===== config.mk =====
export PLATFORM = sky130hd
export DESIGN_NAME = multicore_run_ctrl
export DESIGN_NICKNAME = d
export VERILOG_FILES = /design/src/rtl/multicore_run_ctrl.sv
export SDC_FILE = /design/constraint.sdc
export NUM_CORES = 1
export LEC_CHECK = 0
export BUFFER_PORTS_ARGS = -buffer_cell sky130_fd_sc_hd__buf_2
export CORE_MARGIN = 2
export CORE_UTILIZATION = 58
export CTS_CLUSTER_SIZE = 20
export DETAILED_ROUTE_END_ITERATION = 16
export PLACE_DENSITY = 0.84
export SYNTH_ARGS = -nofsm -noshare
export SYNTH_HDL_FRONTEND = slang
export SYNTH_SLANG_ARGS = --single-unit

===== constraint.sdc =====
create_clock -name clk -period 4.7 [get_ports clk]
set_input_delay 0.235 -clock clk [delete_from_list [all_inputs] [get_ports clk]]
set_output_delay 0.235 -clock clk [all_outputs]
set_load 0.02 [all_outputs]

===== src/rtl/multicore_run_ctrl.sv =====
// -----------------------------------------------------------------------------
// multicore_run_ctrl
//   Responder side of the start/done run protocol. A one-cycle active-low
//   startN request, accepted only while idle, broadcasts a one-cycle start
//   pulse to every core. Per-core done pulses are then collected into a sticky
//   mask. The run ends when every core has reported done, or when the optional
//   RUN-cycle limit expires first. The controller counts RUN cycles and reports
//   completion and timeout to the host.
//
// Parameters
//   CORE_COUNT      number of cores started and monitored
//   CNT_W           width of cycle_count; the count saturates at all-ones
//   TIMEOUT_CYCLES  RUN-cycle limit before forced completion; 0 disables it
//
// Ports
//   clk              in   rising-edge clock
//   rst              in   synchronous reset, active-high
//   startN           in   run request, active-low, level-sampled in IDLE only
//   core_done        in   per-core done pulse or level, bit i = core i
//   core_start       out  per-core start pulse, one cycle, all bits together
//   processor_ready  out  high while idle and able to accept startN
//   processDone      out  high from run completion until the next accepted start
//   timeout          out  high together with processDone when the run timed out
//   cycle_count      out  number of RUN cycles in the last or current run
// -----------------------------------------------------------------------------
module multicore_run_ctrl #(
  parameter int CORE_COUNT     = 8,
  parameter int CNT_W          = 32,
  parameter int TIMEOUT_CYCLES = 0
) (
  input  logic                  clk,
  input  logic                  rst,
  input  logic                  startN,
  input  logic [CORE_COUNT-1:0] core_done,
  output logic [CORE_COUNT-1:0] core_start,
  output logic                  processor_ready,
  output logic                  processDone,
  output logic                  timeout,
  output logic [CNT_W-1:0]      cycle_count
);

  typedef enum logic [1:0] {
    IDLE  = 2'd0,
    START = 2'd1,
    RUN   = 2'd2
  } state_t;

  localparam bit               TIMEOUT_EN   = (TIMEOUT_CYCLES != 0);
  localparam logic [CNT_W-1:0] CNT_MAX      = '1;
  // The limit fires on the edge where the count is one short of the limit,
  // so the count left behind equals TIMEOUT_CYCLES.
  localparam logic [CNT_W-1:0] TIMEOUT_LAST = CNT_W'(TIMEOUT_CYCLES - 1);

  state_t                  state, state_nx;
  logic [CORE_COUNT-1:0]   done_mask, done_mask_nx;
  logic [CORE_COUNT-1:0]   core_start_nx;
  logic                    ready_nx, done_nx, timeout_nx;
  logic [CNT_W-1:0]        count_nx;

  // Done reports collected so far including this cycle's; a pulse arriving on
  // the very edge that completes the set still counts.
  logic [CORE_COUNT-1:0]   seen;
  logic                    all_done;
  logic                    timeout_hit;

  assign seen        = done_mask | core_done;
  assign all_done    = &seen;
  assign timeout_hit = TIMEOUT_EN && (cycle_count == TIMEOUT_LAST);

  // State and every output live in this one register block, so all outputs
  // come straight from flops.
  // NOTE: sequential state uses non-blocking assignments so every register
  // samples the pre-edge values of the others, independent of statement order.
  always_ff @(posedge clk) begin
    if (rst) begin
      state           <= IDLE;
      done_mask       <= '0;
      core_start      <= '0;
      processor_ready <= 1'b0;
      processDone     <= 1'b0;
      timeout         <= 1'b0;
      cycle_count     <= '0;
    end else begin
      state           <= state_nx;
      done_mask       <= done_mask_nx;
      core_start      <= core_start_nx;
      processor_ready <= ready_nx;
      processDone     <= done_nx;
      timeout         <= timeout_nx;
      cycle_count     <= count_nx;
    end
  end

  // Next-state logic. startN is only looked at in IDLE, so requests made
  // during START or RUN are dropped rather than queued.
  // NOTE: every signal written in an always_comb gets a default first so no
  // path leaves it unassigned, which would otherwise infer a latch.
  always_comb begin
    state_nx = state;
    unique case (state)
      IDLE:    if (!startN) state_nx = START;
      START:   state_nx = RUN;
      RUN:     if (all_done || timeout_hit) state_nx = IDLE;
      default: state_nx = IDLE;
    endcase
  end

  // Next values of the registered outputs. Status outputs hold by default so
  // results of the last run stay visible in IDLE until a new start.
  always_comb begin
    core_start_nx = '0;
    ready_nx      = processor_ready;
    done_nx       = processDone;
    timeout_nx    = timeout;
    count_nx      = cycle_count;
    done_mask_nx  = done_mask;
    unique case (state)
      IDLE: begin
        ready_nx = 1'b1;
        if (!startN) begin
          core_start_nx = '1;
          ready_nx      = 1'b0;
          done_nx       = 1'b0;
          timeout_nx    = 1'b0;
          done_mask_nx  = '0;
        end
      end
      START: begin
        // core_done is deliberately not folded into the mask here.
        count_nx = '0;
      end
      RUN: begin
        done_mask_nx = seen;
        count_nx     = (cycle_count == CNT_MAX) ? cycle_count
                                                : cycle_count + CNT_W'(1);
        // Completion takes priority over a timeout on the same edge.
        if (all_done) begin
          ready_nx = 1'b1;
          done_nx  = 1'b1;
        end else if (timeout_hit) begin
          ready_nx   = 1'b1;
          done_nx    = 1'b1;
          timeout_nx = 1'b1;
        end
      end
      default: begin
        core_start_nx = '0;
      end
    endcase
  end

endmodule


* Yosys cells after proc, flatten, opt, wreduce, memory -nomap -nowiden
Cells that the tools add are included.
** Word-level totals
- Input port bits :: 11
- Register bits :: 52
- Output and inout bits :: 43
** Operators by class
- Multiplexer cells :: 13
- Bitwise operators :: 2
- Add/subtract/negate cells :: 1
- Equal/unequal tests :: 6
- Reduce and logical (&&, ||, !) cells :: 10
** Operator list (number)
- $pmux W32 S2 :: 1
- $add A32 B1 Y32 const B :: 1
- $eq A32 B32 Y1 const B :: 1
- $mux W32 :: 1
- $mux W8 :: 2
- $pmux W8 S2 :: 1
- $or A8 B8 Y8 :: 1
- $reduce_and A2 Y1 :: 4
- $reduce_and A8 Y1 :: 1
- $ne A2 B2 Y1 const B :: 3
- $pmux W2 S3 :: 1
- $mux W2 :: 2
- $pmux W1 S2 :: 2
- $reduce_bool A2 Y1 :: 2
- $mux W1 :: 3
- $reduce_and A3 Y1 :: 1
- $eq A2 B1 Y1 const B :: 1
- $eq A2 B2 Y1 const B :: 1
- $logic_not A2 Y1 :: 1
- $reduce_or A2 Y1 :: 1
- $not A1 Y1 :: 1

* Longest topological paths before layout
- Depth after elaboration :: 4
- Depth in mapped cells :: 8

* Worst setup path before layout
Ideal clock, no wire load.
- Kind :: register to register
- Start point :: register cycle_count[14]
- End point :: register cycle_count[8]
- Path slack :: 2470 ps
- Setup time :: 91 ps
- Data arrival time :: 2139 ps
- Path buffers :: 1
- Stages on the path, launching flop included :: 7
- Cell sequence :: dfxtp_1 -> nand4_2 -> or3_4 -> or4_4 -> buf_6 -> a21o_1 -> a311oi_1
** On the way
- Cells in the longest elaborated chain, start to end :: 3
** Ends and longest elaborated chain
- start: declaration :: line 39 : output logic [CNT_W-1:0] cycle_count
- start signal: assignment :: line 90 : cycle_count <= count_nx;
- $eq A32 B32 Y1 :: line 134 : count_nx = (cycle_count == CNT_MAX) ? cycle_count
- $ne A2 B2 Y1 (no line)
- $reduce_and A2 Y1 (no line)
No other way between the ends.
A chain may end at the register's enable or synchronous reset.

* Final worst setup path
- Start point :: register cycle_count[0]
- End point :: register cycle_count[5]
** On the way
- Cells in the longest elaborated chain, start to end :: 3
- Elaborated cells between the ends (all ways) :: 6
- Those cells by class :: add/sub: 1; eq/ne: 2; mux: 2; reduce/logical: 1
** Ends and longest elaborated chain (line)
- $add A32 B1 Y32 / $eq A32 B32 Y1 (equally long branches) :: 135, 134
- $mux W32 / $ne A2 B2 Y1 (equally long branches)
- $pmux W32 S2 / $reduce_and A2 Y1 (equally long branches)
Several ways; a longest one is shown, not always the timed one. The select of a mux whose other input is x is not followed.

==> results.json <==
{
  "startpoint_type": "flip-flop",
  "cts.path.max_buffers": 2,
  "drc": 0,
  "die_h_um": 69.9,
  "htree_levels": 2,
  "syn2layout_area_growth_pct": 12.2,
  "synth_xor_xnor_area_share_pct": 0.696,
  "cts_resized": 0,
  "grt_start_max_net_pins": 33,
  "root_buffer": "clkbuf_8",
  "rows": 23,
  "post_synth_fa_ha_maj_area_fraction_pct": 0.497,
  "leakage_nw": 1.01,
  "yosys.cell_types.count": 52,
  "fin_crit_ns": 2.86,
  "final_core_utilization_pct": 69.1,
  "dr.first_iter.drc_count": 261,
  "initial_antenna_violation_count": 0,
  "timing.setup.tns_ns": 0,
  "worst_skew_pair.late_latency_ns": 0.31,
  "antenna_cells": 0,
  "seqPwrFrac_pct": 55.0,
  "clock_input_transition_at_the_sequential_cells_of_the_worst_setup_and_hold_paths_ns": 0.08,
  "rsz0062_at_grt": "false",
  "result_of_the_run": "complete, no violations",
  "grt_pass1_wl_um": 10800,
  "synthSimpleGateAreaFrac_pct": 33.6,
  "comb_power_share_pct": 8.6,
  "synth_ff_type": "dfxtp_1",
  "synth-warning-count": 0,
  "worst_slew_pin_slew_ns": 1.11,
  "top_cells_by_area_synth": "dfxtp_1 (36%), a21oi_1 (6.2%), nand2_1 (4.3%)",
  "syn_nets": 332,
  "io_pins": 54,
  "fp.dieArea_sq_um": 4880,
  "post_cts.repair.setup_buffers": 0,
  "layout.nets": 368,
  "skew_ns": 0.00937,
  "final_worst_path_period_share_pct": 60.9,
  "power-per-cell-area_nw_per_um2": 257,
  "synth_seq_cells": 45,
  "first_global_vias": 2268,
  "route.final.wire_length_um": 6550,
  "dp.final_hpwl_um": 4620,
  "syn_area_per_cell_sq_um": 7.87,
  "yosys.area.top_type_share_pct": 35.8,
  "fmax_mhz": 349,
  "main_combinational_cell_family_by_area_after_synthesis": "simple AND/OR/NAND/NOR gates",
  "initial_utilization_pct": 61.6,
  "post_drt_via_cell_ratio": 6.31,
  "num_vias": 2569,
  "synth_compound_gate_area_share_pct": 21.8,
  "mostFrequentLayoutCell": "buf_2",
  "seq_total_area_yosys_pct": 35.8,
  "synth_area_leader_cell": "dfxtp_1",
  "cts-hold-fix-buffers": 0,
  "layout_common_cells": "buf_2 (52), dfxtp_1 (45), a21oi_1 (31)",
  "mappedNetlistArea_sq_um": 2520,
  "fraction_of_synthesized_area_in_multiplexers_pct": 0.795,
  "power.switching_fraction_pct": 25.4,
  "internal_power_mw": 0.541,
  "power.net_switching_mw": 0.184,
  "worst_slew_margin_rel_pct": 25.5,
  "cts_buffers": 5,
  "worst_setup_path_end_kind": "flip-flop",
  "place_congestion": 0.951,
  "synth_async_reset_ratio_pct": 0,
  "floorplan_die_width_um": 69.9,
  "global_route.usage.total_pct": 26.9,
  "min_path_type": "in2reg",
  "layout-drive-gt1-share_pct": 21.0,
  "fillers": 370,
  "crit_required_ns": 4.85,
  "cts_sinks": 45,
  "grt_ovf": 0,
  "tritoncts": "built",
  "endpoints_failing_setup": 0,
  "drt_pass1_iterations": 11,
  "post_synth_edffs": 0,
  "critical_path.max_fanout": 18,
  "arr_time_crit_path_ns": 3.01,
  "ant_nets": 0,
  "numPortBuffers": 52,
  "finalHoldViolCount": 0,
  "syn-instance-count": 320,
  "coreArea_sq_um": 4090,
  "drv_slew": 0,
  "average_wire_per_cell_in_the_routed_design_um": 16.1,
  "share_clk_of_total_power_pct": 36.4,
  "setup.worst_path.class": "reg2reg",
  "power.ir.vdd_worst_mv": 0.222,
  "cap_violations": 0
}
==> path summary, 6_finish.rpt <==
| path | from | end | slack, ns | cells after the start |
|---|---|---|---|---|
| max | cycle_count[0] | cycle_count[5] | 1.84 | 7 |
| max reg2reg | cycle_count[0] | cycle_count[5] | 1.84 | 7 |
| min | core_done[0] | done_mask[0] | 0.34 | 4 |
| min reg2reg | done_mask[4] | done_mask[4] | 0.47 | 2 |
==> stage by stage <==
| step | cells | worst slack, ns | power (mW) | hold slack [ns] | cell area (sq um) |
|---|---|---|---|---|---|
| floorplan | 320 | 2.47 | 0.454 | 0.443 | 2520 |
| CTS | 407 | 1.90 | 0.730 | 0.337 | 2830 |
| global route | 407 | 1.59 | 0.753 | 0.373 | 2830 |
| finish | 407 | 1.84 | 0.725 | 0.342 | 2830 |
| detailed placement | 399 | 1.92 | 0.468 | 0.457 | 2720 |
| global placement | 399 | 1.99 | 0.467 | 0.452 | 2720 |
==> per-layer routing <==
layer	global-route usage, %	vias up	share of wire, %
li1	-	1265	-
met1	37.3	1181	44
met2	42.1	114	47
met3	5.19	9	7.6
met4	9.19	0	1.3
met5	0	-	0
==> final cells by class <==
class                           instances  area (sq um)  share of cell area, %
Multi-Input combinational cell        242          1460                   51.5
Sequential cell                        45           901                   31.9
Timing Repair Buffer                   54           275                   9.74
Clock buffer                            7          96.3                   3.41
Tap cell                               50          62.6                   2.21
Inverter                                8          30.0                   1.06
Clock inverter                          1          5.00                  0.177
==> logic make-up after synthesis <==
kind of cell	count (synthesis)
other	1
XOR/XNOR	2
multiplexers	2
buffers and inverters	33
AND/OR/NAND/NOR	148
adder cells (fa/ha/maj)	1
AO/OA/AOI/OAI	88
flip-flops	45
==> power groups by stage <==
stage	Clock, mW	Sequential [mW]	Combinational, mW
6_report	0.264	0.399	0.0620
5_1_grt	0.285	0.401	0.0680
4_1_cts	0.270	0.398	0.0615
3_5_place_dp	0	0.407	0.0611
3_3_place_gp	0	0.407	0.0599
2_1_floorplan	0	0.403	0.0510
==> registers in the layout, summed over array words and instances, names as in the netlist <==
register	count
done_mask	8
processor_ready	1
state	2
core_start	1
cycle_count	32
processDone	1
==> worst max-delay path: stages (launching register included) <==
cell and delay (ns):
dfxtp_1 0.47, ha_1 0.27, and3_1 0.26, nand2_1 0.18, nor4_2 0.97, buf_4 0.36, or4_1 0.14, a21oi_1 0.07
==> synthesized netlist by cell type, types with 2 or more instances <==
cell	instances
dfxtp_1	45
a21oi_1	31
nand2_1	29
o21ai_0	19
nand3_1	17
nand4_1	14
nor3_1	14
clkbuf_1	13
nor2_1	13
nor2b_1	12
or4_1	10
buf_4	9
o31ai_1	9
inv_1	8
nor4_1	7
nand2b_1	5
and4_1	4
o22ai_1	4
or3_1	4
and2_1	3
o211ai_1	3
o21a_1	3
o221ai_1	3
o31a_1	3
or2_2	3
or4b_2	3
a31oi_1	2
and3_1	2
buf_2	2
mux2i_1	2
o2bb2ai_1	2
o311ai_1	2
Note: power is estimated with default switching activity, not from simulation.
